`src/rtl/arb_requester_if.sv`:
```
// -----------------------------------------------------------------------------
// arb_requester_if
// Bundles the job-offer, arbiter handshake and beat-stream signals of one
// arb_requester instance.
//   master : the requester (drives job_ready, req, beat stream, status)
//   slave  : the job source / arbiter side (drives job_valid, job_len, gnt)
// Parameters:
//   DEPTH  job FIFO entries; sets the width of fifo_count
//   LEN_W  job length / beat index width
// -----------------------------------------------------------------------------
interface arb_requester_if #(
    parameter int DEPTH = 4,
    parameter int LEN_W = 4
);
    localparam int CNT_W = $clog2(DEPTH) + 1;

    logic             job_valid;
    logic [LEN_W-1:0] job_len;
    logic             job_ready;
    logic             req;
    logic             gnt;
    logic             beat;
    logic [LEN_W-1:0] beat_idx;
    logic             last;
    logic             job_done;
    logic             timeout;
    logic             busy;
    logic [CNT_W-1:0] fifo_count;

    modport master (
        input  job_valid, job_len, gnt,
        output job_ready, req, beat, beat_idx, last, job_done, timeout, busy, fifo_count
    );

    modport slave (
        output job_valid, job_len, gnt,
        input  job_ready, req, beat, beat_idx, last, job_done, timeout, busy, fifo_count
    );
endinterface

```
`src/rtl/arb_requester.sv`:
```
// -----------------------------------------------------------------------------
// arb_requester
// Client-side agent for one port of a two-requester round-robin arbiter.
// Jobs (a beat count minus one) are queued in a small FIFO. For the head job
// the block raises req, waits for gnt, emits one beat per granted cycle, then
// drops req for one cycle so the arbiter can re-arbitrate. An ungranted wait
// of TIMEOUT cycles also drops req for one cycle and retries the same job.
// Ports:
//   clock  single clock, rising edge
//   reset  asynchronous, active-low; clears all state and the queue
//   bus    arb_requester_if.master:
//            job_valid/job_len/job_ready  job offer handshake
//            req/gnt                      arbiter handshake
//            beat/beat_idx/last           per-cycle beat stream
//            job_done/timeout             one-cycle status pulses
//            busy/fifo_count              activity and queue occupancy
// -----------------------------------------------------------------------------
module arb_requester #(
    parameter int DEPTH   = 4,
    parameter int LEN_W   = 4,
    parameter int TIMEOUT = 15
) (
    input  logic            clock,
    input  logic            reset,
    arb_requester_if.master bus
);
    localparam int PTR_W  = $clog2(DEPTH);
    localparam int CNT_W  = PTR_W + 1;
    localparam int WAIT_W = 8;

    typedef enum logic [1:0] {
        S_IDLE = 2'd0,
        S_REQ  = 2'd1,
        S_XFER = 2'd2,
        S_REL  = 2'd3
    } state_t;

    state_t              r_state;
    logic [LEN_W-1:0]    r_mem [DEPTH];
    logic [PTR_W-1:0]    r_rd_ptr;
    logic [PTR_W-1:0]    r_wr_ptr;
    logic [CNT_W-1:0]    r_count;
    logic [LEN_W-1:0]    r_beat_cnt;
    logic [WAIT_W-1:0]   r_wait_cnt;
    logic                r_job_done;
    logic                r_timeout;

    logic [LEN_W-1:0]    w_head_len;
    logic                w_beat;
    logic                w_last;
    logic                w_full;
    logic                w_job_ready;
    logic                w_push;

    // The head entry stays in place for the whole job, so its length can be
    // read directly from the array.
    assign w_head_len  = r_mem[r_rd_ptr];
    assign w_beat      = (r_state == S_XFER) && bus.gnt;
    assign w_last      = w_beat && (r_beat_cnt == w_head_len);
    assign w_full      = (r_count == CNT_W'(DEPTH));
    // A full queue still takes a job on the edge that retires the head, so
    // the slot freed by the pop is refilled in the same cycle.
    assign w_job_ready = !w_full || w_last;
    assign w_push      = bus.job_valid && w_job_ready;

    assign bus.job_ready  = w_job_ready;
    assign bus.req        = (r_state == S_REQ) || (r_state == S_XFER);
    assign bus.beat       = w_beat;
    assign bus.beat_idx   = w_beat ? r_beat_cnt : '0;
    assign bus.last       = w_last;
    assign bus.job_done   = r_job_done;
    assign bus.timeout    = r_timeout;
    assign bus.busy       = (r_state != S_IDLE) || (r_count != '0);
    assign bus.fifo_count = r_count;

    // Job storage: no reset needed, occupancy is tracked by the pointers.
    always_ff @(posedge clock) begin
        if (w_push) begin
            r_mem[r_wr_ptr] <= bus.job_len;
        end
    end

    // Queue pointers and occupancy. The pop is the final beat of the job.
    always_ff @(posedge clock or negedge reset) begin
        if (!reset) begin
            r_rd_ptr <= '0;
            r_wr_ptr <= '0;
            r_count  <= '0;
        end else begin
            if (w_push) begin
                r_wr_ptr <= r_wr_ptr + PTR_W'(1);
            end
            if (w_last) begin
                r_rd_ptr <= r_rd_ptr + PTR_W'(1);
            end
            case ({w_push, w_last})
                2'b10:   r_count <= r_count + CNT_W'(1);
                2'b01:   r_count <= r_count - CNT_W'(1);
                default: r_count <= r_count;
            endcase
        end
    end

    // Handshake state machine with registered status pulses.
    always_ff @(posedge clock or negedge reset) begin
        if (!reset) begin
            r_state    <= S_IDLE;
            r_beat_cnt <= '0;
            r_wait_cnt <= '0;
            r_job_done <= 1'b0;
            r_timeout  <= 1'b0;
        end else begin
            r_job_done <= 1'b0;
            r_timeout  <= 1'b0;
            case (r_state)
                S_IDLE: begin
                    if (r_count != '0) begin
                        r_state    <= S_REQ;
                        r_wait_cnt <= '0;
                    end
                end
                S_REQ: begin
                    if (bus.gnt) begin
                        r_state    <= S_XFER;
                        r_beat_cnt <= '0;
                        r_wait_cnt <= '0;
                    end else if (r_wait_cnt == WAIT_W'(TIMEOUT - 1)) begin
                        // TIMEOUT ungranted cycles spent here; head job stays queued.
                        r_state    <= S_REL;
                        r_timeout  <= 1'b1;
                        r_wait_cnt <= '0;
                    end else begin
                        r_wait_cnt <= r_wait_cnt + WAIT_W'(1);
                    end
                end
                S_XFER: begin
                    if (w_last) begin
                        // Counter holds at job_len; it is cleared on the next grant.
                        r_state    <= S_REL;
                        r_job_done <= 1'b1;
                    end else if (w_beat) begin
                        r_beat_cnt <= r_beat_cnt + LEN_W'(1);
                    end
                end
                S_REL: begin
                    // r_count already reflects the pop made on entry.
                    r_state    <= (r_count != '0) ? S_REQ : S_IDLE;
                    r_wait_cnt <= '0;
                end
                default: begin
                    r_state <= S_IDLE;
                end
            endcase
        end
    end
endmodule

```
`src/flat_wrapper.sv`:
```
// flat-port wrapper written by rule: the top's interface ports become plain ports
module arb_requester_flat 
#(
    parameter int DEPTH   = 4,
    parameter int LEN_W   = 4,
    parameter int TIMEOUT = 15
)
  (clock, reset, bus_job_valid, bus_job_len, bus_gnt, bus_job_ready, bus_req, bus_beat, bus_beat_idx, bus_last, bus_job_done, bus_timeout, bus_busy, bus_fifo_count);
  arb_requester_if #(.DEPTH(DEPTH), .LEN_W(LEN_W)) bus_i ();
  input  logic clock;
  input  logic reset;
  input wire logic [$bits(bus_i.job_valid)-1:0] bus_job_valid;
  input wire logic [$bits(bus_i.job_len)-1:0] bus_job_len;
  input wire logic [$bits(bus_i.gnt)-1:0] bus_gnt;
  output wire logic [$bits(bus_i.job_ready)-1:0] bus_job_ready;
  output wire logic [$bits(bus_i.req)-1:0] bus_req;
  output wire logic [$bits(bus_i.beat)-1:0] bus_beat;
  output wire logic [$bits(bus_i.beat_idx)-1:0] bus_beat_idx;
  output wire logic [$bits(bus_i.last)-1:0] bus_last;
  output wire logic [$bits(bus_i.job_done)-1:0] bus_job_done;
  output wire logic [$bits(bus_i.timeout)-1:0] bus_timeout;
  output wire logic [$bits(bus_i.busy)-1:0] bus_busy;
  output wire logic [$bits(bus_i.fifo_count)-1:0] bus_fifo_count;
  assign bus_i.job_valid = bus_job_valid;
  assign bus_i.job_len = bus_job_len;
  assign bus_i.gnt = bus_gnt;
  assign bus_job_ready = bus_i.job_ready;
  assign bus_req = bus_i.req;
  assign bus_beat = bus_i.beat;
  assign bus_beat_idx = bus_i.beat_idx;
  assign bus_last = bus_i.last;
  assign bus_job_done = bus_i.job_done;
  assign bus_timeout = bus_i.timeout;
  assign bus_busy = bus_i.busy;
  assign bus_fifo_count = bus_i.fifo_count;
  arb_requester #(.DEPTH(DEPTH), .LEN_W(LEN_W), .TIMEOUT(TIMEOUT)) u_core (.clock(clock), .reset(reset), .bus(bus_i));
endmodule
```
`config.mk`:
```
export PLATFORM = sky130hd
export DESIGN_NAME = arb_requester_flat
export DESIGN_NICKNAME = d
export VERILOG_FILES = /design/src/rtl/arb_requester_if.sv /design/src/rtl/arb_requester.sv /design/src/flat_wrapper.sv
export SDC_FILE = /design/constraint.sdc
export NUM_CORES = 1
export LEC_CHECK = 0
export BUFFER_PORTS_ARGS = -buffer_cell sky130_fd_sc_hd__buf_2
export CORE_UTILIZATION = 29
export CTS_CLUSTER_DIAMETER = 40
export DETAILED_ROUTE_END_ITERATION = 8
export PLACE_DENSITY_LB_ADDON = 0.2
export SYNTH_ARGS = -nofsm -noshare
export SYNTH_HDL_FRONTEND = slang
export SYNTH_SLANG_ARGS = --single-unit
```
`constraint.sdc`:
```
create_clock -name clock -period 2.28 [get_ports clock]
set_input_delay 0.456 -clock clock [delete_from_list [all_inputs] [get_ports clock]]
set_output_delay 0.456 -clock clock [all_outputs]
set_load 0.005 [all_outputs]
```
* Word-level counts from Yosys, hierarchy flattened
Memories as Yosys holds them, arrays and structs flattened.
Cells that the tools add are included.
** Storage, ports and cells
- Register bits :: 23
- RAM bits :: 16
- Bits of input ports :: 8
- Output and inout port bits :: 14
- Logic and storage cells :: 68
- Memories kept :: 1
** Memories
- u_core.r_mem :: depth 4, bits a word 4, rd ports 1, clocked after memory_dff 0, write ports 1, RTL line arb_requester.sv:39 : logic [LEN_W-1:0] r_mem [DEPTH];
** Operators by class
- $add $sub $neg :: 6
- Eq/ne operators :: 14
- Mux-type cells :: 23
- Reduce and logical (&&, ||, !) cells :: 16
** Operators by type and width (count)
- 8-bit 2-to-1 mux :: 3
- 8-bit case mux with 3 select lines :: 1
- 4-bit 2-to-1 mux :: 4
- 8-bit by 1-bit adder with 8-bit output (second input constant) :: 1
- 8-bit by 4-bit == test with 1-bit output (second input constant) :: 1
- 1-bit 2-to-1 mux :: 8
- 2-bit 2-to-1 mux :: 4
- 2-bit case mux with 4 select lines :: 1
- 4-bit case mux with 2 select lines :: 1
- 2-bit == test (second input constant) :: 3
- 2-bit by 1-bit inequality test with 1-bit output (second input constant) :: 3
- 3-bit case mux with 2 select lines :: 1
- 2-bit nonzero test :: 3
- 3-bit nonzero test :: 2
- 2-bit by 1-bit adder with 2-bit output (second input constant) :: 2
- 4-bit by 1-bit adder with 4-bit output (second input constant) :: 1
- 2-bit by 1-bit == test with 1-bit output (second input constant) :: 2
- 4-bit == test :: 1
- 2-bit inequality test (second input constant) :: 2
- 4-bit AND reduction :: 1
- 3-bit by 1-bit adder with 3-bit output (second input constant) :: 1
- 3-bit == test (second input constant) :: 1
- 1-bit logical AND :: 3
- 1-bit logical OR :: 3
- 6 further kinds :: 6

* Depth between registers and ports, before layout
- Depth after elaboration :: 7
- Gate-level depth with buffers :: 13
- Gate-level depth less buffers :: 11

* Worst setup path after synthesis
No wires, ideal clock.
- Path kind :: flip-flop to flip-flop
- Start :: register u_core.r_rd_ptr[0]
- End :: register u_core.r_count[2] (netlist: u_core.bus.fifo_count[2])
- Data arrival time :: 2.449 ns
- Setup slack :: -0.249 ns
- Stages on the path, launching flop included :: 11
- Path buffers :: 1
- Clock period less this slack :: 2.529 ns
- Cells stage by stage :: dfrtp_1 > mux4_2 > xor2_1 > nor3_2 > o21ai_2 > buf_6 > clkinv_4 > nand2_1 > fa_1 > o31ai_1 > xnor2_1
** Between the ends
- Longest elaborated chain between the ends :: 7
** RTL lines
- start: declaration :: RTL line arb_requester.sv:40 : logic [PTR_W-1:0] r_rd_ptr;
- start signal: assignment :: RTL line arb_requester.sv:94 : r_rd_ptr <= r_rd_ptr + PTR_W'(1);
- memory read 4 x 4 bit *
- 4-bit == test * :: RTL line arb_requester.sv:59 : assign w_last = w_beat && (r_beat_cnt == w_head_len);
- 1-bit logical AND * :: RTL line arb_requester.sv:59
- via bus_last :: RTL line flat_wrapper.sv:19 : output wire logic [$bits(bus_i.last)-1:0] bus_last;
- 1-bit logical OR :: RTL line arb_requester.sv:63 : assign w_job_ready = !w_full || w_last;
- 1-bit logical AND :: RTL line arb_requester.sv:64 : assign w_push = bus.job_valid && w_job_ready;
- 2-bit by 1-bit == test with 1-bit output or 2-bit == test (tied branches) :: RTL line arb_requester.sv:96 : case ({w_push, w_last})
- 3-bit case mux with 2 select lines or 2-bit nonzero test (tied branches)
- end signal: assignment :: RTL line arb_requester.sv:97 : 2'b10: r_count <= r_count + CNT_W'(1);
- end signal: assignment :: RTL line arb_requester.sv:98 : 2'b01: r_count <= r_count - CNT_W'(1);
- end signal: assignment :: RTL line arb_requester.sv:99 : default: r_count <= r_count;
- end: declaration :: RTL line arb_requester.sv:42 : logic [CNT_W-1:0] r_count;
The timed path passes the listed nets; every way through them passes the cells marked *.
A chain may end at the register's enable or synchronous reset.

* Worst setup path in the final report
- Start :: register u_core.r_rd_ptr[0]
- End :: output port bus_job_ready
** Between the ends
- Longest elaborated chain between the ends :: 4
** RTL lines
- memory read 4 x 4 bit
- 4-bit == test :: RTL line arb_requester.sv:59
- 1-bit logical AND :: RTL line arb_requester.sv:59
- 1-bit logical OR :: RTL line arb_requester.sv:63
- end: declaration :: RTL line flat_wrapper.sv:15 : output wire logic [$bits(bus_i.job_ready)-1:0] bus_job_ready;
No other way between the ends.

==> results by stage <==
Floorplan:
- The die span in x is 85.2 µm.
- The number of placement rows is 29.
- The number of top-level pins is 22.
- For this configuration, the core starts out at a cell density of 30.8%.
- In this run the standard cell core region covers 6530 µm².
- The die covers 7270 µm².
- The y dimension of the die is approximately 85 µm.

Global routing:
- The initial antenna violation count is 0.
- The via count of the first global-routing pass is 1439.
- The first-pass GRT wire length is slightly below 7 mm.
- For this run, the total global-route usage over all layers was measured as 12.7%.
- The maximum number of pins on one net before global-route repair is 24.
- The total global routing overflow is 0.

Timing:
- The worst hold slack across all endpoints is 126 ps.
- The total count of max-transition violations in the final report came to 0.
- The smallest clock period supported by the final layout is computed as 2520 ps.
- Setup violations remaining at the end of the flow were counted as 23.
- Setup repair after global routing could not meet its margin everywhere.
- At the pin with the least slew margin, the transition time is around 550 ps.
- The maximum clock frequency is 397 MHz.
- The relative slew slack is 63.7%.
- The worst path uses 111% of the clock period.
- The minimum setup slack in the final design is -241 ps.
- Clock skew on the completed layout was measured at 7.18 ps.
- The number of failing hold endpoints at the final stage came to 0.

Cells and area:
- Measured on the finished design, the core utilization comes to 38.8%.
- The number of cells in the finished layout apart from fillers is 299.
- The growth of design area from synthesis to finish is 26.0%.
- In the final layout, the share of cells above drive strength 1 is 32.9%.
- The final layout net count is 242.
- The repair_antennas step left the layout with diodes totalling 0.
- Fill cells in the final layout number 674.

Clocking:
- The TritonCTS buffer count is 5.
- The H-tree level count is 2.
- The number of clock sinks is 39.
- The TritonCTS clock tree is yes.
- The worst-skew pair later-pin latency is approximately 300 ps.
- The clock tree root driver cell is sky130_fd_sc_hd__clkbuf_8.
- The number of buffers on the longest clock path is 2.
- Hold repair after CTS inserted 0 buffers.
- The clock slew at the register clock pins of the worst setup and hold paths is 90 ps.

Placement:
- Routability-driven placement finished with a final weighted congestion of a little under 0.8.
- The count of port buffers added during placement is 21.
- The sum of net half-perimeters after detailed placement is 3.01 mm.
- Once placement completed, the tool counted placed cells totaling 285.

Setup path:
- STA classifies the critical path endpoint as a primary output.
- The critical setup path kind is register to primary output.
- The worst setup path is launched from a register.
- Along the worst path, the maximum fanout reaches 3.
- For the worst setup path, the data required time is 1820 ps.
- STA puts the critical path data arrival time at 2070 ps.

Power:
- The ratio of total power to cell area is ~1100 nW/µm².
- The worst vdd rail ir drop is 0.000538 V.
- The leakage power of the design is 1.18 nW.
- The total power is 2.78 mW.

Route:
- The routed length per instance is 13.9 µm.
- The ratio of routed vias to standard cells is 4.76.
- The number of iterations in the first detailed-routing pass is 4.
- The number of routed nets with antenna violations is 0.
- The detailed router finished its first iteration with 29 violations.
- After detailed routing, the total wire length is 4.16 mm.
- The number of design rule violations left after detail routing is 0.
- For this block, the via count after detailed routing is 1422.

Hold path:
- The min-delay analysis places its worst path in the category input pin to asynchronous set/reset pin.

Synth:
- The dominant combinational cell family by area after synthesis is simple AND/OR/NAND/NOR gates.
- After synthesis, flip-flops and latches occupy 52.6% of the total area.
- The fraction of registers with async set or reset after synthesis is 59.0%.
- The synthesized flop and latch total is 39.
- The post-synthesis share of cell area spent on xor and xnor gates is 4.79%.
- Yosys mapped a number of flops with a built-in enable equal to 16.
- In this run the cell area of the synthesized design comes to 2010 µm².
- The count of unique library cells instantiated by Yosys is 38.
- Counting every instance in the synthesized netlist gives 173.
- The multiplexer area fraction after synthesis is 7.91%.
- Counting every net in the synthesized netlist gives 194.
- The synthesized netlist devotes around 9.0% of its cell area to compound gates.
- The post-synthesis adder-cell area fraction is 8.47%.
- The mean instance size in the synthesized netlist is 11.6 µm².
- The most used flip-flop cell after synthesis is sky130_fd_sc_hd__dfrtp_1.
- The warning count from the yosys run is 0.
- The synthesized netlist devotes 13.6% of its cell area to simple gates.

Run status:
- The final reports fail on setup timing.
- The run finished, with violations left.

Run:
- The number of max-cap violations is 0.
through the flow:
stage               TNS (ps)  setup WS, ps  cell area, µm²
finish                 -2600          -241            2530
global route           -6410          -371            2530
CTS                    -3050          -271            2520
detailed placement      -472          -109            2330
global placement        -136         -64.6            2330
floorplan               -233          -163            2020
layout make-up:
cell class / instances / area, µm² / share of cell area, %
Sequential cell: 39 / 1060 / 41.7
Multi-Input combinational cell: 118 / 913 / 36.1
Timing Repair Buffer: 45 / 303 / 12.0
Tap cell: 77 / 96.3 / 3.80
Clock buffer: 5 / 68.8 / 2.72
Inverter: 12 / 50.0 / 1.98
Clock inverter: 3 / 43.8 / 1.73
power breakdown:
part           internal (mW)  switching, mW  total, mW
sequential             0.908          0.143       1.05
clock                  0.326          0.270      0.596
combinational          0.589          0.544       1.13
total                   1.82          0.958       2.78
path summary, 6_finish.rpt:
path	startpoint	end	slack (ps)	depth (start not counted)
max	u_core.r_rd_ptr[0]$_DFFE_PN0N_	bus_job_ready	-240	7
min	reset	u_core.r_wait_cnt[0]$_DFFE_PN0P_	130	1
max reg2reg	u_core.r_rd_ptr[0]$_DFFE_PN0N_	u_core.bus.fifo_count[2]$_DFFE_PN0P_	-230	10
min reg2reg	u_core.r_wait_cnt[7]$_DFFE_PN0P_	u_core.r_wait_cnt[7]$_DFFE_PN0P_	490	1
max in group asynchronous	reset	u_core.r_rd_ptr[1]$_DFFE_PN0N_	1750	1
min in group clock	bus_job_len[0]	u_core.r_mem[3][0]$_DFFE_PP_	370	1
routing by layer:
metal	global-route usage, %	wire length, µm
met5	0	0
met4	5.70	70
met3	2.72	124
met2	21.2	2070
met1	15.8	1890
repair_timing:
action,4_1_cts,5_1_grt
resized for setup,16,0
buffers inserted,5,1
pin swaps,4,2
endpoints found under the setup margin,21,28
gates cloned,0,0
kinds of logic after synthesis:
family,after synthesis
flops,39
fa+ha+maj,13
buf+inv,16
xor+xnor,11
simple gates,52
compound gates,29
mux,13
cell usage in the layout (no fill, tap or decap), types with 2 or more instances in the layout:
| cell | netlist | final |
|---|---|---|
| sky130_fd_sc_hd__nand4_1 | 2 | 2 |
| sky130_fd_sc_hd__clkbuf_8 | 0 | 5 |
| sky130_fd_sc_hd__buf_4 | 0 | 21 |
| sky130_fd_sc_hd__dfrtp_1 | 23 | 22 |
| sky130_fd_sc_hd__nor2_1 | 8 | 8 |
| sky130_fd_sc_hd__nor2b_1 | 2 | 2 |
| sky130_fd_sc_hd__xnor2_1 | 6 | 6 |
| sky130_fd_sc_hd__o31ai_1 | 4 | 3 |
| sky130_fd_sc_hd__o21ai_0 | 16 | 16 |
| sky130_fd_sc_hd__nand2_1 | 13 | 11 |
| sky130_fd_sc_hd__and3_1 | 8 | 8 |
| sky130_fd_sc_hd__mux2_2 | 2 | 2 |
| sky130_fd_sc_hd__ha_1 | 12 | 12 |
| sky130_fd_sc_hd__clkinv_4 | 1 | 2 |
| sky130_fd_sc_hd__a21oi_1 | 2 | 2 |
| sky130_fd_sc_hd__buf_2 | 1 | 20 |
| sky130_fd_sc_hd__and2_4 | 0 | 4 |
| sky130_fd_sc_hd__mux4_2 | 2 | 2 |
| sky130_fd_sc_hd__nand2b_1 | 2 | 2 |
| sky130_fd_sc_hd__nand2_2 | 0 | 2 |
| sky130_fd_sc_hd__xor2_1 | 5 | 5 |
| sky130_fd_sc_hd__nor3_1 | 3 | 3 |
| sky130_fd_sc_hd__inv_1 | 11 | 11 |
| sky130_fd_sc_hd__buf_6 | 1 | 4 |
| sky130_fd_sc_hd__edfxtp_1 | 16 | 16 |
| sky130_fd_sc_hd__mux2i_1 | 8 | 8 |
| sky130_fd_sc_hd__nand3_1 | 4 | 4 |
sequential cells by signal, summed over array words and instances, names as in the netlist:
| signal | flops |
|---|---|
| u_core.r_mem | 16 |
| u_core.r_wait_cnt | 8 |
| u_core.r_beat_cnt | 4 |
| u_core.bus.fifo_count | 3 |
| u_core.r_rd_ptr | 2 |
| u_core.r_state | 2 |
| u_core.r_wr_ptr | 2 |
| u_core.bus.job_done | 1 |
| u_core.bus.timeout | 1 |
worst max-delay path: stages, from the launching register on:
cell                      delay (ps)
sky130_fd_sc_hd__dfrtp_1         410
sky130_fd_sc_hd__mux4_2          520
sky130_fd_sc_hd__xor2_1          160
sky130_fd_sc_hd__nor3_2          230
sky130_fd_sc_hd__o21ai_2         150
sky130_fd_sc_hd__buf_6           150
sky130_fd_sc_hd__nand2_2          40
sky130_fd_sc_hd__buf_2           100
Yosys cell counts, types with 3 or more instances:
master,instances,share of area [%]
sky130_fd_sc_hd__dfrtp_1,23,29
sky130_fd_sc_hd__edfxtp_1,16,24
sky130_fd_sc_hd__o21ai_0,16,4.0
sky130_fd_sc_hd__nand2_1,13,2.4
sky130_fd_sc_hd__ha_1,12,7.5
sky130_fd_sc_hd__inv_1,11,2.1
sky130_fd_sc_hd__and3_1,8,2.5
sky130_fd_sc_hd__mux2i_1,8,4.0
sky130_fd_sc_hd__nor2_1,8,1.5
sky130_fd_sc_hd__xnor2_1,6,2.6
sky130_fd_sc_hd__and2_1,5,1.6
sky130_fd_sc_hd__xor2_1,5,2.2
sky130_fd_sc_hd__nand3_1,4,1.0
sky130_fd_sc_hd__o31ai_1,4,1.5
sky130_fd_sc_hd__nor3_1,3,0.75
No activity file was read; power rests on OpenSTA's default activity.
